==> config.mk <==
export PLATFORM = sky130hd
export DESIGN_NAME = decode_stage
export DESIGN_NICKNAME = d
export VERILOG_FILES = /design/src/rtl/decode_stage.sv
export SDC_FILE = /design/constraint.sdc
export NUM_CORES = 1
export LEC_CHECK = 0
export CAP_MARGIN = 20
export CELL_PAD_IN_SITES_DETAIL_PLACEMENT = 2
export CELL_PAD_IN_SITES_GLOBAL_PLACEMENT = 2
export CORE_ASPECT_RATIO = 0.75
export CORE_MARGIN = 2
export CORE_UTILIZATION = 23
export DETAILED_ROUTE_END_ITERATION = 12
export PLACE_DENSITY = 0.86
export SETUP_SLACK_MARGIN = 0.1
export SYNTH_ARGS = -nofsm -noshare
export SYNTH_HDL_FRONTEND = slang
export SYNTH_SLANG_ARGS = --single-unit
==> constraint.sdc <==
create_clock -name clk -period 4.3 [get_ports clk]
set_input_delay 0.86 -clock clk [delete_from_list [all_inputs] [get_ports clk]]
set_output_delay 0.86 -clock clk [all_outputs]
set_load 0.005 [all_outputs]
==> src/rtl/decode_stage.sv <==
// decode_stage: registered instruction-decode stage for the MIPS-subset core.
// Turns a 32-bit instruction into a registered control/operand bundle. It adds:
//   - a valid/ready handshake with fetch
//   - a one-bubble load-use interlock
//   - optional squashing of the slot after J/JAL/JR
//   - external stall and flush
//
// Parameters
//   WIDTH       datapath width (>= 32); imm is extended to this width
//   DELAY_SLOT  1: execute the instruction after a jump, 0: squash it
//
// Ports
//   clk, reset          clock, synchronous active-high reset
//   instr, instrValid   instruction from fetch and its valid flag
//   instrReady          combinational; instr consumed when valid && ready
//   stall, flush        downstream hold / kill
//   outValid            registered bundle holds a real instruction
//   op, pcSrcCtrl, regDInCtrl, regWe, dmWe, dmRe, aluBSrcCtrl
//                       registered control fields
//   regWAddr, rs, rt, imm, jAddr
//                       registered operand fields
//   illegal             registered slot came from an unrecognised opcode/funct
//
// Squash state machine (only reachable when DELAY_SLOT == 0)
//   state     | meaning
//   S_RUN     | normal decode
//   S_SQUASH  | a jump is registered; the next accepted instr becomes a bubble
module decode_stage #(
  parameter int WIDTH      = 32,
  parameter int DELAY_SLOT = 0
) (
  input  logic             clk,
  input  logic             reset,
  input  logic [31:0]      instr,
  input  logic             instrValid,
  output logic             instrReady,
  input  logic             stall,
  input  logic             flush,
  output logic             outValid,
  output logic [2:0]       op,
  output logic [1:0]       pcSrcCtrl,
  output logic [1:0]       regDInCtrl,
  output logic             regWe,
  output logic             dmWe,
  output logic             dmRe,
  output logic             aluBSrcCtrl,
  output logic [4:0]       regWAddr,
  output logic [4:0]       rs,
  output logic [4:0]       rt,
  output logic [WIDTH-1:0] imm,
  output logic [25:0]      jAddr,
  output logic             illegal
);

  localparam bit SQUASH_EN = (DELAY_SLOT == 0);

  localparam logic [5:0] OPC_RTYPE = 6'h00;
  localparam logic [5:0] OPC_J     = 6'h02;
  localparam logic [5:0] OPC_JAL   = 6'h03;
  localparam logic [5:0] OPC_BNE   = 6'h05;
  localparam logic [5:0] OPC_ADDI  = 6'h08;
  localparam logic [5:0] OPC_ANDI  = 6'h0c;
  localparam logic [5:0] OPC_ORI   = 6'h0d;
  localparam logic [5:0] OPC_XORI  = 6'h0e;
  localparam logic [5:0] OPC_LW    = 6'h23;
  localparam logic [5:0] OPC_SW    = 6'h2b;

  localparam logic [5:0] FN_SLL = 6'h00;
  localparam logic [5:0] FN_JR  = 6'h08;
  localparam logic [5:0] FN_ADD = 6'h20;
  localparam logic [5:0] FN_SUB = 6'h22;
  localparam logic [5:0] FN_AND = 6'h24;
  localparam logic [5:0] FN_OR  = 6'h25;
  localparam logic [5:0] FN_XOR = 6'h26;
  localparam logic [5:0] FN_NOR = 6'h27;
  localparam logic [5:0] FN_SLT = 6'h2a;

  localparam logic [2:0] OP_ADD  = 3'd0;
  localparam logic [2:0] OP_SUB  = 3'd1;
  localparam logic [2:0] OP_XOR  = 3'd2;
  localparam logic [2:0] OP_SLT  = 3'd3;
  localparam logic [2:0] OP_AND  = 3'd4;
  localparam logic [2:0] OP_NOR  = 3'd6;
  localparam logic [2:0] OP_OR   = 3'd7;

  localparam logic [1:0] PC_INC4 = 2'd0;
  localparam logic [1:0] PC_J    = 2'd1;
  localparam logic [1:0] PC_JR   = 2'd2;
  localparam logic [1:0] PC_BNE  = 2'd3;

  localparam logic [1:0] RD_ALU  = 2'd0;
  localparam logic [1:0] RD_DM   = 2'd1;
  localparam logic [1:0] RD_JAL  = 2'd2;

  typedef struct packed {
    logic             valid;
    logic             ill;
    logic [2:0]       op;
    logic [1:0]       pc;
    logic [1:0]       rdin;
    logic             we;
    logic             dmwe;
    logic             dmre;
    logic             alub;
    logic [4:0]       wa;
    logic [4:0]       rs;
    logic [4:0]       rt;
    logic [WIDTH-1:0] imm;
    logic [25:0]      ja;
  } bundle_t;

  typedef enum logic {S_RUN, S_SQUASH} sq_state_t;

  sq_state_t state_q, state_d;
  bundle_t   dec, bundle_q;

  logic [5:0] opcode, funct;
  logic [4:0] f_rs, f_rt, f_rd;
  logic       d_legal, d_jump, d_zext;
  logic       use_rs, use_rt, lu_haz;
  logic       take, hold;

  assign opcode = instr[31:26];
  assign funct  = instr[5:0];
  assign f_rs   = instr[25:21];
  assign f_rt   = instr[20:16];
  assign f_rd   = instr[15:11];

  // Combinational decode of the incoming instruction. An unrecognised
  // encoding leaves every control at its bubble value and only clears d_legal.
  always_comb begin
    d_legal  = 1'b1;
    d_jump   = 1'b0;
    d_zext   = 1'b0;
    dec      = '0;
    dec.valid = 1'b1;
    dec.rs   = f_rs;
    dec.rt   = f_rt;
    dec.ja   = instr[25:0];
    case (opcode)
      OPC_LW:   begin dec.alub = 1'b1; dec.we = 1'b1; dec.dmre = 1'b1;
                      dec.rdin = RD_DM; dec.wa = f_rt; end
      OPC_SW:   begin dec.alub = 1'b1; dec.dmwe = 1'b1; end
      OPC_J:    begin dec.pc = PC_J; d_jump = 1'b1; end
      OPC_JAL:  begin dec.pc = PC_J; dec.we = 1'b1; dec.rdin = RD_JAL;
                      dec.wa = 5'd31; d_jump = 1'b1; end
      OPC_BNE:  begin dec.op = OP_SUB; dec.pc = PC_BNE; end
      OPC_ADDI: begin dec.alub = 1'b1; dec.we = 1'b1; dec.wa = f_rt; end
      OPC_XORI: begin dec.op = OP_XOR; dec.alub = 1'b1; dec.we = 1'b1; dec.wa = f_rt; end
      OPC_ANDI: begin dec.op = OP_AND; dec.alub = 1'b1; dec.we = 1'b1; dec.wa = f_rt;
                      d_zext = 1'b1; end
      OPC_ORI:  begin dec.op = OP_OR; dec.alub = 1'b1; dec.we = 1'b1; dec.wa = f_rt;
                      d_zext = 1'b1; end
      OPC_RTYPE: begin
        dec.we = 1'b1;
        dec.wa = f_rd;
        case (funct)
          FN_ADD, FN_SLL: dec.op = OP_ADD;
          FN_SUB:         dec.op = OP_SUB;
          FN_SLT:         dec.op = OP_SLT;
          FN_AND:         dec.op = OP_AND;
          FN_OR:          dec.op = OP_OR;
          FN_XOR:         dec.op = OP_XOR;
          FN_NOR:         dec.op = OP_NOR;
          FN_JR:   begin dec.we = 1'b0; dec.wa = '0; dec.pc = PC_JR; d_jump = 1'b1; end
          default: begin dec.we = 1'b0; dec.wa = '0; d_legal = 1'b0; end
        endcase
      end
      default: d_legal = 1'b0;
    endcase
    dec.ill = ~d_legal;
    dec.imm = d_zext ? {{(WIDTH-16){1'b0}}, instr[15:0]}
                     : {{(WIDTH-16){instr[15]}}, instr[15:0]};
  end

  // Source-register usage for the load-use interlock.
  assign use_rs = (opcode != OPC_J) && (opcode != OPC_JAL);
  assign use_rt = (opcode == OPC_RTYPE) || (opcode == OPC_SW) || (opcode == OPC_BNE);

  assign lu_haz = instrValid && bundle_q.valid && bundle_q.dmre && (bundle_q.wa != 5'd0) &&
                  ((use_rs && (f_rs == bundle_q.wa)) || (use_rt && (f_rt == bundle_q.wa)));

  assign instrReady = !reset && (flush || (!stall && !lu_haz));

  // Next-state / per-edge action. Anything that is neither held nor taken
  // registers a bubble.
  always_comb begin
    state_d = state_q;
    hold    = 1'b0;
    take    = 1'b0;
    if (reset || flush) begin
      state_d = S_RUN;
    end else if (stall) begin
      hold = 1'b1;
    end else if (lu_haz) begin
      take = 1'b0;
    end else if ((state_q == S_SQUASH) && instrValid) begin
      state_d = S_RUN;
    end else if (instrValid) begin
      take    = 1'b1;
      state_d = (SQUASH_EN && d_legal && d_jump) ? S_SQUASH : S_RUN;
    end
  end

  always_ff @(posedge clk) begin
    if (reset) begin
      state_q  <= S_RUN;
      bundle_q <= '0;
    end else begin
      state_q <= state_d;
      if (take)       bundle_q <= dec;
      else if (!hold) bundle_q <= '0;
    end
  end

  assign outValid    = bundle_q.valid;
  assign illegal     = bundle_q.ill;
  assign op          = bundle_q.op;
  assign pcSrcCtrl   = bundle_q.pc;
  assign regDInCtrl  = bundle_q.rdin;
  assign regWe       = bundle_q.we;
  assign dmWe        = bundle_q.dmwe;
  assign dmRe        = bundle_q.dmre;
  assign aluBSrcCtrl = bundle_q.alub;
  assign regWAddr    = bundle_q.wa;
  assign rs          = bundle_q.rs;
  assign rt          = bundle_q.rt;
  assign imm         = bundle_q.imm;
  assign jAddr       = bundle_q.ja;

endmodule

==> results <==
- The count of input and output buffers is between 100 and 150.
- The width of the die is 119.6 um.
- The class of the tightest hold or removal check is reg2reg.
- The repair_antennas step left the layout with diodes totalling 0.
- The number of global-route vias before repair is approximately 2300.
- The cell family contributing the most delay on the critical path is buffers and inverters.
- The number of filler cells placed in the layout is ~1100.
- The register area is 920.9 um2.
- Measured in cells, the most critical reg-to-reg path has a length of 7.
- The total nets after synthesis is 281.
- The post-synthesis share of cell area spent on and, or, nand and nor gates is around 11%.
- For the worst setup path, the data required time is around 3.4 ns.
- STA classifies the critical path endpoint as an output pin.
- The final layout contains routed wiring with a total length of 8278 um.
- The type of origin of the critical path is a primary input.
- Dividing the final minimum period by the clock period gives a little over nine tenths.
- The library cell with the largest summed area after synthesis is sky130_fd_sc_hd__dfxtp_1.
- For this design, the CTS-stage hold fixing added 0 buffers.
- The DRC violations left is 0.
- The count of H-tree levels built during CTS is 2.
- Setup repair after global routing left no endpoint under its margin.
- The count of state elements after synthesis is 46.
- The synthesized netlist contains 39 unique library cells.
- The post-cts repair resize count is 0.
- The final count of hold timing violations is 0.
- Synthesis handed over a netlist of between 200 and 250 instances.
- sky130_fd_sc_hd__dfxtp_1 is the most common cell in the netlist.
- The initial core utilization is 23.75%.
- The worst setup path is of the in2out kind.
- The number of routed nets with antenna violations is 0.
- Data on the critical path arrives at its endpoint at 3.18 ns.
- TritonCTS built the clock tree.
- The estimated wirelength of the detail-placed design is 6348 um.
- The first detailed-routing pass ran for 4 iterations.
- The worst path needs ~4.0 ns of the cycle, external delays included.
- By area the synthesized netlist is led by sky130_fd_sc_hd__dfxtp_1 (40%), sky130_fd_sc_hd__a22o_1 (15%), sky130_fd_sc_hd__buf_4 (14%).
- The number of failing setup endpoints in the final timing report is 0.
- The multi-input combinational cells in the finished layout cover a total of about 980 um2.
- The die covers around 0.011 mm2.
- In this run, synthesis inferred 0 flip-flops with an integrated enable.
- The final weighted congestion in routability-driven placement is between 0.8 and 0.9.
- The synthesized netlist devotes a little over a quarter of its cell area to compound gates.
- Summed over all failing endpoints, the final setup total negative slack is 0 ns.
- In this run the static leakage power is about 1.3 nW.
- The worst setup timing slack at the placement stage is approximately 0.36 ns.
- The number of antenna violations at the first check in global routing came to 0.
- For this run, the slowest stage of the critical path takes around 0.75 ns.
- The DRC marker count from the first detailed-route iteration is between 60 and 70.
- For this run the aggregate overflow at the end of global routing stands at 0.
- The aggregate global-route resource usage is 15.38%.
- The run finished with clean final reports.
- The startpoint of the worst register-to-register path is regWAddr[0]$_SDFFE_PP0P_.
- The proportion of register bits with asynchronous set or reset after synthesis is 0%.
- The tightest slew margin relative to the limit is between 30% and 40%.
- Among the stages of the critical path, the cell type that occurs most often is sky130_fd_sc_hd__clkdlybuf4s50_1.
- In this run the number of cells on the critical path is 7.
- The highest attainable clock frequency is 247.7 MHz.
- The largest driver fanout on the critical path is 11.
- The endpoint of the most critical register-to-register path is imm[30]$_SDFFE_PP0P_.
- VDD sags by at most around 0.00015 V.
- The core region area is around 0.0097 mm2.
- Max-cap violations in this run came to 0.
- The dominant combinational cell family by area after synthesis is compound AO/OA/AOI/OAI gates.
- Relative to the synthesized area, the layout overhead comes to 51.55%.
- The source-to-sink clock delay at the later pin of the worst-skew pair is between 0.2 and 0.3 ns.
- The largest individual stage delay along the critical path comes from the cell sky130_fd_sc_hd__clkdlybuf4s50_1.
- After the last flow step, the layout net total stands at 359.
- Buffers added to address setup during post-CTS repair amount to 0.
- The total count of max-transition violations in the final report is 0.
- The worst-case clock skew is 0.003521 ns.
- The warning count from the yosys run is 0.
- The average detailed-routed wire length per instance is 18.19 um.
- The dominant register cell in the synthesized netlist is sky130_fd_sc_hd__dfxtp_1.
- In the synthesized netlist, the cells that appear most often are sky130_fd_sc_hd__dfxtp_1 (46), sky130_fd_sc_hd__buf_4 (42), sky130_fd_sc_hd__a22o_1 (39), sky130_fd_sc_hd__nand2_1 (16), sky130_fd_sc_hd__nor2_1 (15).
- The adder and majority gate portion of the synthesized area is 0%.
- The worst hold slack is approximately 0.45 ns.
- Power spread over the standard cell area amounts to around 280 mW/mm2.
- Dividing the detail-routed via count by the number of cells gives 4.721.
- The vertical die dimension is around 91 um.
- The clock slew seen by the registers of the worst setup and hold paths is approximately 0.060 ns.
- The post-layout worst setup margin is ~0.26 ns.
- The clock net sink count is 46.
- The timing endpoint of the critical path is instrReady.
- The first global-routing pass estimated around 13000 um of wire.
- The maximum clock path buffer count is 2.
- The maximum number of pins on one net before global-route repair is 46.
- The buffers plus inverters on the worst setup path is 2.
- In this run the core area contains 31 standard-cell rows.
- For this design the top-level I/O count stands at 124.
- Walking the worst path, the cells encountered are clkdlybuf4s50_1 > nand2b_1 > o32ai_1 > a22oi_1 > o21ai_0 > a41oi_1 > clkdlybuf4s50_1.
- A synthesized cell averages ~9.4 um2.
- Of the total synthesized cell area, the portion taken by XOR and XNOR cells is ~4.2%.
- Cells with a size suffix above 1 make up 4.954% of the layout.
- The master cell of the clock root buffer is sky130_fd_sc_hd__clkbuf_16.
- The number of vias after detailed routing is about 2100.
- For the pin with the worst max-slew slack, the measured transition is 0.9288 ns.
- The minimum setup slack among reg-to-reg paths is 1.92 ns.
- Summing the sequential cell areas from Yosys gives roughly 40% of the chip area.
- The critical path launch point is instr[27].
- The top cell type's share of synthesized area is roughly 40%.
- The multiplexer share of the synthesized area is 0%.
- The total CTS buffers is 5.
- The summed instance area of the synthesized netlist is roughly 0.0023 mm2.
## state kept, by name, summed over array words and instances (netlist names)
name         count
regWe            1
dmWe             1
outValid         1
rs               5
pcSrcCtrl        2
rt               4
aluBSrcCtrl      1
op               3
regWAddr         5
regDInCtrl       2
imm             17
state_q          1
dmRe             1
jAddr            1
illegal          1
## worst register-to-register path, delay by kind of cell, from the launching register on
family	cells	cell delay, ns
flops	1	0.38
compound gates	4	1.11
buf+inv	1	0.29
simple gates	2	0.56
## kinds of logic (layout without fill, tap and decap cells)
logic type | after synthesis | after routing
AO/OA/AOI/OAI | 76 | 76
flip-flops | 46 | 46
AND/OR/NAND/NOR | 53 | 53
buffers and inverters | 58 | 137
XOR/XNOR | 11 | 11
## per-layer routing
layer | vias to the layer above | global-route usage [%] | wire length, um | share of wire, %
li1 | 1005 | - | - | -
met1 | 1060 | 20.15 | 3804 | 46
met2 | 78 | 25.71 | 3924 | 47
met3 | 5 | 3.472 | 492 | 5.9
met4 | 0 | 3.529 | 57 | 0.69
met5 | - | 0 | 0 | 0
## worst min-delay path by stage
stage | depth (start not counted) | start | endpoint | slack (ns)
finish | 2 | dmWe$_SDFFE_PP0P_ | dmWe$_SDFFE_PP0P_ | 0.45
global route | 2 | dmWe$_SDFFE_PP0P_ | dmWe$_SDFFE_PP0P_ | 0.49
CTS | 2 | dmWe$_SDFFE_PP0P_ | dmWe$_SDFFE_PP0P_ | 0.46
detailed placement | 2 | dmWe$_SDFFE_PP0P_ | dmWe$_SDFFE_PP0P_ | 0.45
global placement | 2 | dmWe$_SDFFE_PP0P_ | dmWe$_SDFFE_PP0P_ | 0.43
floorplan | 2 | state_q$_SDFFE_PP0P_ | state_q$_SDFFE_PP0P_ | 0.43
## layout by cell type (no fill, tap or decap), drive strengths merged, types with 2 or more instances in the layout
cell type,n
nor2,15
a32o,4
nor4,2
a22o,39
a21oi,4
a221o,5
a311oi,2
nor3,3
o22ai,2
xor2,11
nand3,2
nand2b,4
clkdlybuf4s50,123
buf,2
dfxtp,46
inv,4
a21o,2
or2,2
clkbuf,8
or3,3
nand2,16
a22oi,2
o21ai,7
## metrics by stage
stage	power (mW)	cells	instance area [um2]	utilization, %
after floorplan	0.5022	244	2303	-
after global placement	0.5710	447	3324	34.28
after detailed placement	0.5777	447	3324	34.28
after CTS	1.007	455	3491	36.00
after global routing	1.037	455	3491	36.00
final	0.9938	455	3491	36.00
## report_power, final
part	internal, mW	switching, mW	total, mW
sequential	0.432	0.00584	0.438
combinational	0.0710	0.0576	0.129
clock	0.263	0.164	0.427
## final cells by class
cell class	instances	share of cell area [%]
timing repair buffer	125	35.70
multi-input combinational	140	27.99
sequential	46	26.38
clock buffer	8	4.767
tap	132	4.731
inverter	4	0.4301
Power figures use the tool's default switching activity.
